$ cat src/rtl/ff_reg_univ.sv
// ff_reg_univ: n-bit universal register (hold/load/toggle/JK/shift/modulo count)
// Ports:
//   clk        rising-edge clock
//   res_n      asynchronous active-low reset
//   clr        synchronous clear to RESET_VAL, beats en and mode
//   en         clock enable; when low q and sout hold and wrap drops
//   mode[2:0]  000 hold, 001 load, 010 toggle, 011 JK, 100 SHL, 101 SHR, 110 up, 111 down
//   din        load data / toggle mask / J vector
//   kin        K vector for JK mode
//   sin        serial input for shifts
//   q          register contents
//   sout       bit shifted out by the most recent shift
//   wrap       high for one cycle after a count wrapped
module ff_reg_univ #(
  parameter int WIDTH = 8,
  parameter longint MODULUS = 0,
  parameter logic [WIDTH-1:0] RESET_VAL = '0
) (
  input  logic             clk,
  input  logic             res_n,
  input  logic             clr,
  input  logic             en,
  input  logic [2:0]       mode,
  input  logic [WIDTH-1:0] din,
  input  logic [WIDTH-1:0] kin,
  input  logic             sin,
  output logic [WIDTH-1:0] q,
  output logic             sout,
  output logic             wrap
);
  // Largest count value, M-1; MODULUS of 0 means the full 2^WIDTH range.
  localparam logic [WIDTH-1:0] TOP = (MODULUS == 0) ? {WIDTH{1'b1}} : WIDTH'(MODULUS - 1);
  logic [WIDTH-1:0] q_q, q_d;
  logic sout_q, sout_d, wrap_q, wrap_d;
  always_comb begin
    q_d = q_q;
    sout_d = sout_q;
    wrap_d = 1'b0;
    if (clr) begin
      q_d = RESET_VAL;
      sout_d = 1'b0;
    end else if (en) begin
      case (mode)
        3'b000: q_d = q_q;
        3'b001: q_d = din;
        3'b010: q_d = q_q ^ din;
        // JK characteristic equation: Q+ = J & ~Q | ~K & Q
        3'b011: q_d = (din & ~q_q) | (~kin & q_q);
        3'b100: begin
          q_d = {q_q[WIDTH-2:0], sin};
          sout_d = q_q[WIDTH-1];
        end
        3'b101: begin
          q_d = {sin, q_q[WIDTH-1:1]};
          sout_d = q_q[0];
        end
        // Values above TOP (only reachable by load) wrap to zero like TOP itself.
        3'b110: begin
          wrap_d = q_q >= TOP;
          q_d = wrap_d ? '0 : q_q + WIDTH'(1);
        end
        // Out-of-range values snap to TOP without flagging a wrap.
        3'b111: begin
          wrap_d = q_q == '0;
          q_d = (wrap_d || q_q > TOP) ? TOP : q_q - WIDTH'(1);
        end
        default: q_d = 'x;
      endcase
    end
  end
  always_ff @(posedge clk or negedge res_n) begin
    if (!res_n) begin
      q_q <= RESET_VAL;
      sout_q <= 1'b0;
      wrap_q <= 1'b0;
    end else begin
      q_q <= q_d;
      sout_q <= sout_d;
      wrap_q <= wrap_d;
    end
  end
  assign q = q_q;
  assign sout = sout_q;
  assign wrap = wrap_q;
endmodule

$ cat config.mk
export PLATFORM = sky130hd
export DESIGN_NAME = ff_reg_univ
export DESIGN_NICKNAME = d
export VERILOG_FILES = /design/src/rtl/ff_reg_univ.sv
export SDC_FILE = /design/constraint.sdc
export NUM_CORES = 1
export LEC_CHECK = 0
export BUFFER_PORTS_ARGS = -buffer_cell sky130_fd_sc_hd__buf_2
export CAP_MARGIN = 20
export CORE_MARGIN = 5
export CORE_UTILIZATION = 27
export DETAILED_ROUTE_END_ITERATION = 10
export PLACE_DENSITY = 0.48
export REMOVE_ABC_BUFFERS = 1
export SLEW_MARGIN = 20
export SYNTH_ARGS = -nofsm -noshare
export SYNTH_HDL_FRONTEND = slang
export SYNTH_SLANG_ARGS = --single-unit
$ cat constraint.sdc
create_clock -name clk -period 2.3 [get_ports clk]
set_input_delay 0.575 -clock clk [delete_from_list [all_inputs] [get_ports clk]]
set_output_delay 0.575 -clock clk [all_outputs]
set_load 0.02 [all_outputs]
== After elaboration in Yosys (flattened, before gate mapping) ==
Cells that the tools add are included.

* Add/subtract/negate cells: 2
* $lt $le $gt $ge: 2
* Eq/ne operators: 8
* Multiplexer cells: 11
* Bitwise gates (word level): 6
* Reduce and logical (&&, ||, !) cells: 7

{| class="wikitable"
|+ Operators by type and width
! operator !! count
|-
| 8-bit case mux with 7 select lines || 1
|-
| 8-bit 2-to-1 mux || 4
|-
| 8-bit bitwise AND || 2
|-
| 8-bit NOT || 2
|-
| 3-bit equality test (second input constant) || 4
|-
| 8-bit by 1-bit adder with 8-bit output (second input constant) || 1
|-
| 8-bit >= comparator (second input constant) || 1
|-
| 8-bit > comparator (second input constant) || 1
|-
| 8-bit zero test || 1
|-
| 8-bit bitwise OR || 1
|-
| 8-bit by 1-bit subtractor with 8-bit output (second input constant) || 1
|-
| 8-bit XOR || 1
|-
| 3-bit by 2-bit equality test with 1-bit output (second input constant) || 2
|-
| 1-bit 2-to-1 mux || 4
|-
| 1-bit case mux with 2 select lines || 2
|-
| 2-bit AND reduction || 2
|-
| 3-bit by 1-bit equality test with 1-bit output (second input constant) || 1
|-
| 3-bit zero test || 1
|-
| 3-bit nonzero test || 1
|-
| 2-bit inequality test (second input constant) || 1
|-
| 2-bit nonzero test || 1
|-
| 1-bit logical OR || 1
|}

* Register bits: 10
* Bits of input ports: 24
* Output and inout bits: 10
* Word-level logic and storage cells: 39

== Logic depth before layout (Yosys ltp) ==
Gate-level depths: netlist of run 1.

* Word-level depth: 6
* Gate-level depth with buffers: 8
* Gate-level depth less buffers: 7

== Worst setup path after synthesis of run 1 ==
No wires, ideal clock.

* Path kind: reg-to-reg
* From: reg q_q[0] (netlist: q[0])
* To: reg q_q[4] (netlist: q[4])
* Library setup time: 127 ps
* Data arrival time: 1,839 ps
* Data required time: 2,173 ps
* Setup slack: 335 ps
* Stages on the path, launching flop included: 8
* Buffers on the path: 1
* Clock period less this slack: 1,965 ps
* Cell sequence: dfrtp_1 > clkbuf_1 > inv_1 > ha_1 > a31oi_1 > mux2_2 > o31ai_1 > nand2_1

* Cells in the longest elaborated chain, start to end: 6
* Elaborated cells on any way between the ends: 11
* Those cells by class: add/sub: 2; order compare: 2; mux: 5; reduce/logical: 2

{| class="wikitable"
|+ RTL lines
! item !! RTL line !! text
|-
| start, declared || 33 || <nowiki>logic [WIDTH-1:0] q_q, q_d;</nowiki>
|-
| start signal, assigned || 77 || <nowiki>q_q <= q_d;</nowiki>
|-
| 8-bit > comparator or 8-bit zero test (tied branches) || 65, 64 ||
|-
| 1-bit logical OR || 65 || <nowiki>q_d = (wrap_d || q_q > TOP) ? TOP : q_q - WIDTH'(1);</nowiki>
|-
| 8-bit 2-to-1 mux || 65 ||
|-
| 8-bit case mux with 7 select lines * || 43 || <nowiki>case (mode)</nowiki>
|-
| 8-bit 2-to-1 mux * || 42 || <nowiki>end else if (en) begin</nowiki>
|-
| 8-bit 2-to-1 mux * || 39 || <nowiki>if (clr) begin</nowiki>
|}

Mark *: on every way between the ends. The rest lies on a longest branch, timed or not. The select of a mux whose other input is x is not followed.
A chain may end at the register's enable or synchronous reset.

== Worst setup path after layout of run 1 ==
Ends and elaborated chain as after synthesis.

==> flow_metrics.env, run 1 <==
export IMPL_die_height_um=80.5
export IMPL_cts_root_buf="clkbuf_8"
export IMPL_p_switching_uw=303
export IMPL_drc=0
export IMPL_worstHoldPathType="in2async"
export IMPL_clockBufferDepth=2
export IMPL_netlist_instances=181
export IMPL_setup_viol=0
export IMPL_synth_seq_area_share_pct=18.6
export IMPL_coreArea_sq_um=4790
export IMPL_status="finished, final reports clean"
export IMPL_place_congestion=0.864
export IMPL_p_int_uw=472
export IMPL_yosys_warnings=0
export IMPL_final_cell_mix="buf_2, nand2_1, nor2_1, mux2i_1, a21oi_1"
export IMPL_p_per_area_nw_per_um2=467
export IMPL_cts_resized=0
export IMPL_grt_max_degree=17
export IMPL_clock_fmax_mhz=480
export IMPL_vdd_drop_max_v=0.000160
export IMPL_tns_ps=0
export IMPL_grt_usage_pct=15.3
export IMPL_path_class="reg2reg"
export IMPL_areaGrowthSynthToFinish_pct=23.5
export IMPL_synth_cell_types=50
export IMPL_vias=1488
export IMPL_cts_sinks=10
export IMPL_io_buffers=33
export IMPL_synthArstFlopShare_pct=100
export IMPL_dp_hpwl_um=3470
export IMPL_synthTopCellsByArea="dfrtp_1, mux2i_1, a21oi_1"
export IMPL_ys_seq_elements=10
export IMPL_required_ps=2430
export IMPL_worstSetupEndpointType="flop"
export IMPL_numCtsBuffers=3
export IMPL_synth_edff_count=0
export IMPL_grt_ovfl_total=0
export IMPL_fp_dieW_um=80.5
export IMPL_crit_path_start_kind="flop"
export IMPL_drt_initial_drc_count=149
export IMPL_diodes=0
export IMPL_p_leak_uw=0.000773
export IMPL_drv_cap=0
export IMPL_postCtsSetupBuffers=0
export IMPL_cts_tree="done"
export IMPL_combPwrFrac_pct=40.4
export IMPL_tightest_slew_ps=578
export IMPL_grt_pass1_wl_um=7530
export IMPL_seqPwrFrac_pct=28.6
export IMPL_pre_cts_slack_ps=250
export IMPL_sw_frac_of_total_pct=39.0
export IMPL_ios=34
export IMPL_ys_flop_type="dfrtp_1"
export IMPL_antenna_found_initial=0
export IMPL_clockPowerShare_pct=31.0
export IMPL_clock_skew_final_ps=7.41
export IMPL_routed_wl_um=4760
export IMPL_clk_pin_slew_ps=60
export IMPL_first_pass_iters=4
export IMPL_cts_hold_buffers=0
export IMPL_slew_headroom_pct=60.5
export IMPL_netlist_area_sq_um=1340
export IMPL_start_util_pct=28.1
export IMPL_path_max_fanout=11
export IMPL_nets=242
export IMPL_hold_viol=0
export IMPL_vias_per_cell=5.30
export IMPL_layout_drive_gt1_share_pct=26.6
export IMPL_synth_top_cell_by_area="dfrtp_1"
export IMPL_ant_nets=0
export IMPL_htree_levels=1
export IMPL_avgSynthCellArea_sq_um=7.42
export IMPL_fin_crit_ps=2080
export IMPL_synth_top_area_share_pct=18.6
export IMPL_drt_wirelength_per_cell_um=16.9
export IMPL_grt_pass1_vias=1412
export IMPL_rsz0062_at_grt="no"
export IMPL_clk_latency_ps=250
export IMPL_crit_arrival_ps=2220
export IMPL_dieArea_sq_um=6490
export IMPL_final_max_slew_viol_count=0
export IMPL_worst_slack_ps=215
export IMPL_layout_commonest_cell="buf_2"
export IMPL_finalCritPeriodShare_pct=90.6
export IMPL_rows=25
flip-flops by register name, indices dropped and copies added (netlist names):
signal  cells
wrap        1
sout        1
q           8
worst max-delay path, cell delays in order (launching register included):
cell and delay (ps):
dfrtp_1 530, ha_1 370, and4b_1 240, a31oi_1 190
mux2_2 370, o31ai_1 200, nand2_1 70
area by class of cell:
| cell class | instances | area [sq um] |
|---|---|---|
| Fill cell | 544 | 3130 |
| Multi-Input combinational cell | 147 | 981 |
| Timing Repair Buffer | 46 | 263 |
| Sequential cell | 10 | 250 |
| Tap cell | 67 | 83.8 |
| Clock buffer | 4 | 55.1 |
| Inverter | 7 | 26.3 |
cell usage after synthesis (all sizes together), types with 2 or more instances:
| master | count |
|---|---|
| a31oi | 3 |
| or3 | 3 |
| a21o | 2 |
| o21ai | 5 |
| o22ai | 4 |
| nor3 | 6 |
| mux2i | 17 |
| nor2 | 18 |
| nand2 | 17 |
| a221o | 2 |
| o31ai | 2 |
| nand4 | 2 |
| xor2 | 3 |
| xnor2 | 2 |
| and4 | 2 |
| a21oi | 16 |
| buf | 9 |
| clkbuf | 8 |
| o211ai | 3 |
| dfrtp | 10 |
| mux2 | 2 |
| nor4 | 5 |
| and3 | 2 |
| a211oi | 3 |
| nand3 | 4 |
| ha | 3 |
| inv | 7 |
| a221oi | 4 |
path summary, 6_finish.rpt:
path | startpoint | endpoint | slack [ps] | cells after the start
max | q[0] | q[4] | 220 | 6
min | res_n | wrap | 210 | 1
max reg2reg | q[0] | q[4] | 220 | 6
min reg2reg | sout | sout | 560 | 2
max in group asynchronous | res_n | q[0] | 1850 | 1
min in group clk | clr | sout | 530 | 2
power groups by stage:
stage	Combinational (uW)	Sequential (uW)	Clock, uW
finish	313	222	241
global route	344	225	247
CTS	313	222	243
detailed placement	312	224	0
global placement	315	225	0
floorplan	153	242	0
metrics by stage:
stage	hold WS, ps	utilization, %	instances	power, uW	instance area (sq um)
2_1_floorplan	279	-	164	394	1260
3_3_place_gp	477	33.5	277	540	1600
3_5_place_dp	480	33.5	277	537	1600
4_1_cts	213	34.7	281	778	1660
6_report	208	34.7	281	775	1660
5_1_grt	226	34.7	281	816	1660
cell families after synthesis:
logic type / share of synthesized area, %
adder cells (fa/ha/maj): 2.79
buffers and inverters: 8.38
flip-flops: 18.6
XOR/XNOR: 3.26
AND/OR/NAND/NOR: 26.2
multiplexers: 14.3
AO/OA/AOI/OAI: 26.4
routing by layer:
metal  part of all wire [%]  routed length [um]  GRT usage (%)
met3                    5.4                 256           1.79
met1                     49                2320           21.6
met2                     45                2120           23.7
met4                    1.3                  63           5.57
met5                      0                   0              0
Note: power is estimated with default switching activity, not from simulation.
==> run 2, diff against run 1 <==
Settings changed: CORE_UTILIZATION 27 to 53, PLACE_DENSITY 0.48 to 0.82.
==> run 2 against run 1 <==
  * Sequential share of layout area rose by 1.1 points
  * Utilization rose by 28 points
  * Largest power group unchanged
  * Largest cell class unchanged
  * Fmax fell by 0.99%
  * Critical path depth did not move
  * Clock-buffer cell count fell by 1
  * Wire length fell by 15%
  * Final cell count fell by 15%
  * Critical endpoint unchanged
  * Sequential power barely moved
  * Global-route usage rose by 9.7 points
==> flow_metrics.env, run 2 (synthesis results as in run 1) <==
export IMPL_r2r_cells=6
export IMPL_cts_resized=0
export IMPL_cts_tree="done"
export IMPL_worstHoldPathType="in2async"
export IMPL_layout_drive_gt1_share_pct=24.5
export IMPL_fin_crit_ps=2110
export IMPL_antenna_found_initial=0
export IMPL_status="finished, final reports clean"
export IMPL_crit_slowest_cell="dfrtp_1"
export IMPL_cts_root_buf="clkbuf_4"
export IMPL_fin_area_sq_um=1540
export IMPL_worstReg2RegStart="q[0]"
export IMPL_p_leak_uw=0.000734
export IMPL_tns_ps=0
export IMPL_critPathTopFamily="flip-flops"
export IMPL_slew_headroom_pct=59.8
export IMPL_die_height_um=60.4
export IMPL_slowest_delay_ps=540
export IMPL_crit_arrival_ps=2270
export IMPL_path_max_fanout=11
export IMPL_drt_initial_drc_count=113
export IMPL_ant_nets=0
export IMPL_tightest_slew_ps=601
export IMPL_p_int_uw=371
export IMPL_setup_viol=0
export IMPL_path_class="reg2reg"
export IMPL_layout_commonest_cell="buf_2"
export IMPL_nets=237
export IMPL_required_ps=2460
export IMPL_dp_cells=235
export IMPL_clock_skew_final_ps=0.376
export IMPL_place_area_sq_um=1520
export IMPL_p_switching_uw=278
export IMPL_vdd_drop_max_v=0.000275
export IMPL_grt_max_degree=27
export IMPL_final_max_slew_viol_count=0
export IMPL_clock_fmax_mhz=475
export IMPL_areaGrowthSynthToFinish_pct=14.8
export IMPL_drt_wirelength_per_cell_um=17.1
export IMPL_htree_levels=1
export IMPL_largest_register_ffs=8
export IMPL_io_buffers=33
export IMPL_final_util_pct=62.8
export IMPL_worstSetupEndpointType="flop"
export IMPL_reg2reg_slack_ps=190
export IMPL_sw_frac_of_total_pct=42.8
export IMPL_first_pass_iters=5
export IMPL_r2r_end="q[4]"
export IMPL_p_per_area_nw_per_um2=421
export IMPL_grt_usage_pct=25.0
export IMPL_dp_hpwl_um=3000
export IMPL_ios=34
export IMPL_grt_ovfl_total=0
export IMPL_rsz0062_at_grt="no"
export IMPL_clk_pin_slew_ps=70
export IMPL_routed_wl_um=4070
export IMPL_drv_cap=0
export IMPL_place_congestion=0.959
export IMPL_drc=0
export IMPL_clockPowerShare_pct=20.1
export IMPL_finalCritPeriodShare_pct=91.6
export IMPL_postCtsSetupBuffers=0
export IMPL_final_instance_count_excl_fill=238
export IMPL_dieArea_sq_um=3640
export IMPL_crit_chain="ha_1 -> and4b_1 -> a31oi_1 -> mux2_2 -> o31ai_1 -> nand2_1"
export IMPL_cts_sinks=10
export IMPL_combPwrFrac_pct=45.6
export IMPL_seqPwrFrac_pct=34.3
export IMPL_final_cell_mix="buf_2, nand2_1, nor2_1, mux2i_1, a21oi_1"
export IMPL_coreArea_sq_um=2450
export IMPL_vias=1537
export IMPL_clockBufferDepth=2
export IMPL_critPathBufInv=0
export IMPL_grt_pass1_vias=1461
export IMPL_cts_hold_buffers=0
export IMPL_vias_per_cell=6.46
export IMPL_hold_viol=0
export IMPL_fp_dieW_um=60.4
export IMPL_grt_pass1_wl_um=6760
export IMPL_clk_latency_ps=280
export IMPL_numCtsBuffers=3
export IMPL_start_util_pct=54.7
export IMPL_crit_path_start_kind="flop"
export IMPL_rows=18
export IMPL_diodes=0
==> run 2: worst max path at each step <==
stage / startpoint / to / slack, ps / cells after the start
after global routing: q[0] / q[4] / 110 / 6
after floorplan: q[2] / q[3] / 370 / 5
after global placement: mode[0] / q[3] / 280 / 6
after CTS: q[0] / q[4] / 220 / 6
final: q[0] / q[4] / 190 / 6
after detailed placement: q[0] / q[4] / 230 / 6
==> run 2: power groups by stage <==
stage | sequential [uW] | clock (uW) | combinational, uW
5_1_grt | 225 | 145 | 324
4_1_cts | 221 | 133 | 291
3_5_place_dp | 225 | 0 | 290
2_1_floorplan | 242 | 0 | 153
6_report | 223 | 130 | 296
3_3_place_gp | 223 | 0 | 284
==> run 2: area by class of cell <==
type / count / area, sq um
clock buffer: 3 / 22.5
fill: 237 / 912
inverter: 7 / 26.3
multi-input combinational: 147 / 981
sequential: 10 / 250
tap: 30 / 37.5
timing repair buffer: 41 / 225
==> run 2: routing by layer <==
layer | share of wire [%] | global-route usage, % | wire length [um] | vias to the layer above
li1 | - | - | - | 727
met1 | 40 | 31.0 | 1610 | 699
met2 | 48 | 40.4 | 1940 | 101
met3 | 11 | 4.26 | 452 | 10
met4 | 1.7 | 15.2 | 68 | 0
met5 | 0 | 0 | 0 | -
==> run 2: stage by stage <==
step,total power [uW],hold slack [ps],setup WS [ps]
after CTS,645,163,215
final,649,161,194
after global routing,693,159,109
after detailed placement,515,465,233
after floorplan,394,279,372
after global placement,507,459,281
==> run 3, diff against run 2 <==
Settings changed: ABC_AREA from default to 1, CORE_UTILIZATION 53 to 54, MAX_ROUTING_LAYER from default to met4.
==> run 3 against run 2 <==
  * Sequential share of layout area shrank 1.0 points
  * Clock power grew 28%
  * Via count grew 24%
  * Total power up 22%
  * Fmax rose by 17%
  * Sequential cell count stayed put
  * Area after synthesis grew 8.0%
  * First-iteration DRC count grew 4.4%
  * Critical endpoint is now q[2]
  * Largest power group unchanged
==> flow_metrics.env, run 3 <==
export IMPL_avgSynthCellArea_sq_um=5.38
export IMPL_grtUsageMet3_pct=5.17
export IMPL_seq_area_sq_um=250
export IMPL_whs_ps=150
export IMPL_place_area_sq_um=1610
export IMPL_netlist_instances=270
export IMPL_crit_chain="inv_2 -> ha_1 -> inv_1 -> nor2_1 -> o21ai_0 -> nand2_1 -> nor2_1 -> nand4_1 -> nand2_1 -> nand2_1"
export IMPL_nets=327
export IMPL_vdd_drop_max_v=0.000400
export IMPL_clockBufferDepth=2
export IMPL_status="finished, final reports clean"
export IMPL_crit_path_start_kind="flop"
export IMPL_yosys_top_cells_count="nand2_1, nor2_1, nand3_1, inv_1, nand4_1"
export IMPL_clock_skew_final_ps=5.09
export IMPL_synth_area_mux_share_pct=0
export IMPL_place_congestion=0.954
export IMPL_crit_path_frequent_cell="nand2_1"
export IMPL_synthArstFlopShare_pct=100
export IMPL_fp_dieW_um=61.8
export IMPL_synthTopCellsByArea="nand2_1, dfrtp_1, nand3_1"
export IMPL_met1_usage_pct=33.2
export IMPL_crit_arrival_ps=1980
export IMPL_multi_input_area_sq_um=1040
export IMPL_cts_resized=0
export IMPL_required_ps=2470
export IMPL_clock_fmax_mhz=555
export IMPL_p_switching_uw=377
export IMPL_synth_top_cell_by_area="nand2_1"
export IMPL_yosys_warnings=0
export IMPL_sw_frac_of_total_pct=47.6
export IMPL_start_util_pct=57.5
export IMPL_rsz0062_at_grt="no"
export IMPL_htree_levels=1
export IMPL_layout_commonest_cell="nand2_1"
export IMPL_ys_flop_type="dfrtp_1"
export IMPL_clockPowerShare_pct=21.1
export IMPL_drc=0
export IMPL_setup_viol=0
export IMPL_numCtsBuffers=3
export IMPL_synthAdderAreaFrac_pct=2.59
export IMPL_grt_ovfl_total=0
export IMPL_cts_tree="done"
export IMPL_grt_busiest_layer="met2"
export IMPL_cts_hold_buffers=0
export IMPL_vias=1899
export IMPL_p_leak_uw=0.000920
export IMPL_first_pass_iters=5
export IMPL_final_max_slew_viol_count=0
export IMPL_path_class="reg2reg"
export IMPL_critPathBufInv=2
export IMPL_rows=18
export IMPL_synth_seq_area_share_pct=17.2
export IMPL_layout_drive_gt1_share_pct=17.1
export IMPL_ios=34
export IMPL_fin_crit_ps=1800
export IMPL_hold_viol=0
export IMPL_worstHoldPathType="in2async"
export IMPL_critPathTopFamily="flip-flops"
export IMPL_synthSimpleGateAreaFrac_pct=59.4
export IMPL_areaGrowthSynthToFinish_pct=13.4
export IMPL_p_int_uw=415
export IMPL_grt_max_degree=17
export IMPL_dp_hpwl_um=3500
export IMPL_fin_area_sq_um=1650
export IMPL_final_cell_mix="nand2_1, nor2_1, buf_2"
export IMPL_tns_ps=0
export IMPL_diodes=0
export IMPL_io_buffers=33
export IMPL_routed_wl_um=4570
export IMPL_synth_most_common_cell="nand2_1"
export IMPL_grt_usage_pct=27.2
export IMPL_seqPwrFrac_pct=32.1
export IMPL_worstSetupEndpointType="flop"
export IMPL_vias_per_cell=5.77
export IMPL_combPwrFrac_pct=46.8
export IMPL_drt_initial_drc_count=118
export IMPL_path_max_fanout=9
export IMPL_finalCritPeriodShare_pct=78.3
export IMPL_tightest_slew_ps=513
export IMPL_cts_root_buf="clkbuf_4"
export IMPL_synth_top_family_by_area="simple AND/OR/NAND/NOR gates"
export IMPL_synth_edff_count=0
export IMPL_die_height_um=61.8
export IMPL_dieArea_sq_um=3820
export IMPL_largest_register_ffs=8
export IMPL_netlist_area_sq_um=1450
export IMPL_clk_latency_ps=280
export IMPL_postCtsSetupBuffers=0
export IMPL_grt_pass1_vias=1711
export IMPL_drt_wirelength_per_cell_um=13.9
export IMPL_p_per_area_nw_per_um2=481
export IMPL_cts_sinks=10
export IMPL_ys_seq_elements=10
export IMPL_grt_pass1_wl_um=7530
export IMPL_crit_slowest_cell="dfrtp_1"
export IMPL_synth_compound_area_share_pct=9.05
export IMPL_synth_top_area_share_pct=25.3
export IMPL_coreArea_sq_um=2520
export IMPL_fill_cells=249
export IMPL_ant_nets=0
export IMPL_slowest_delay_ps=520
export IMPL_slew_headroom_pct=65.8
export IMPL_antenna_found_initial=0
export IMPL_synthXorXnorAreaFrac_pct=0.603
export IMPL_clk_pin_slew_ps=70
export IMPL_use_met2_pct=44.5
export IMPL_drv_cap=0
export IMPL_synth_cell_types=29
run 3: cell types whose count changed after synthesis, sizes merged, moves of 4 or more:
| cell | delta |
|---|---|
| nand4 | +12 |
| nand2 | +84 |
| inv | +22 |
| o21ai | +7 |
| nor4 | -5 |
| a221oi | -4 |
| nand3 | +28 |
| a21oi | -9 |
| mux2i | -17 |
| nor2 | +23 |
| clkbuf | -7 |
run 3: power by group through the flow:
stage / registers (uW) / clock network (uW) / logic [uW]
floorplan: 264 / 0 / 225
global placement: 256 / 0 / 362
detailed placement: 257 / 0 / 364
CTS: 254 / 165 / 366
global route: 259 / 178 / 419
finish: 254 / 167 / 371
run 3: layer usage:
metal	wire, um	share of wire (%)
met1	1880	41
met2	2050	45
met3	514	11
met4	119	2.6
met5	0	0
run 3: worst register-to-register path, cell delays in order, from the launching register on:
cell and delay (ps):
dfrtp_1 520, inv_2 160, ha_1 250, inv_1 70
nor2_1 80, o21ai_0 250, nand2_1 70, nor2_1 90
nand4_1 80, nand2_1 70, nand2_1 50
run 3: cell families (layout without fill, tap and decap cells):
| family | count (synthesis) | count (layout) |
|---|---|---|
| adders and majority gates | 3 | 3 |
| DFF | 10 | 10 |
| and+or+nand+nor | 194 | 194 |
| buffers and inverters | 38 | 67 |
| xor gates and xnor gates | 1 | 1 |
| AOI/OAI and AO/OA | 24 | 24 |
run 3: worst paths after layout:
| check | from | to | slack [ps] | cells after the start |
|---|---|---|---|---|
| min reg2reg | sout | sout | 540 | 2 |
| min | res_n | wrap | 150 | 1 |
| max in group asynchronous | res_n | q[5] | 1950 | 1 |
| max reg2reg | q[0] | q[2] | 500 | 10 |
| max | q[0] | q[2] | 500 | 10 |
| min in group clk | clr | wrap | 460 | 2 |
run 3: cell type report:
cell class,count,share of cell area [%]
Clock buffer,4,2.21
Inverter,29,6.62
Multi-Input combinational cell,222,63.2
Sequential cell,10,15.2
Tap cell,30,2.28
Timing Repair Buffer,34,10.5
run 3: through the flow:
| step | setup slack, ps | power, uW | cells | util (%) |
|---|---|---|---|---|
| 3_5_place_dp | 465 | 621 | 325 | 63.8 |
| 4_1_cts | 521 | 785 | 329 | 65.2 |
| 3_3_place_gp | 494 | 619 | 325 | 63.8 |
| 5_1_grt | 298 | 855 | 329 | 65.2 |
| 2_1_floorplan | 703 | 489 | 261 | - |
| 6_report | 499 | 792 | 329 | 65.2 |
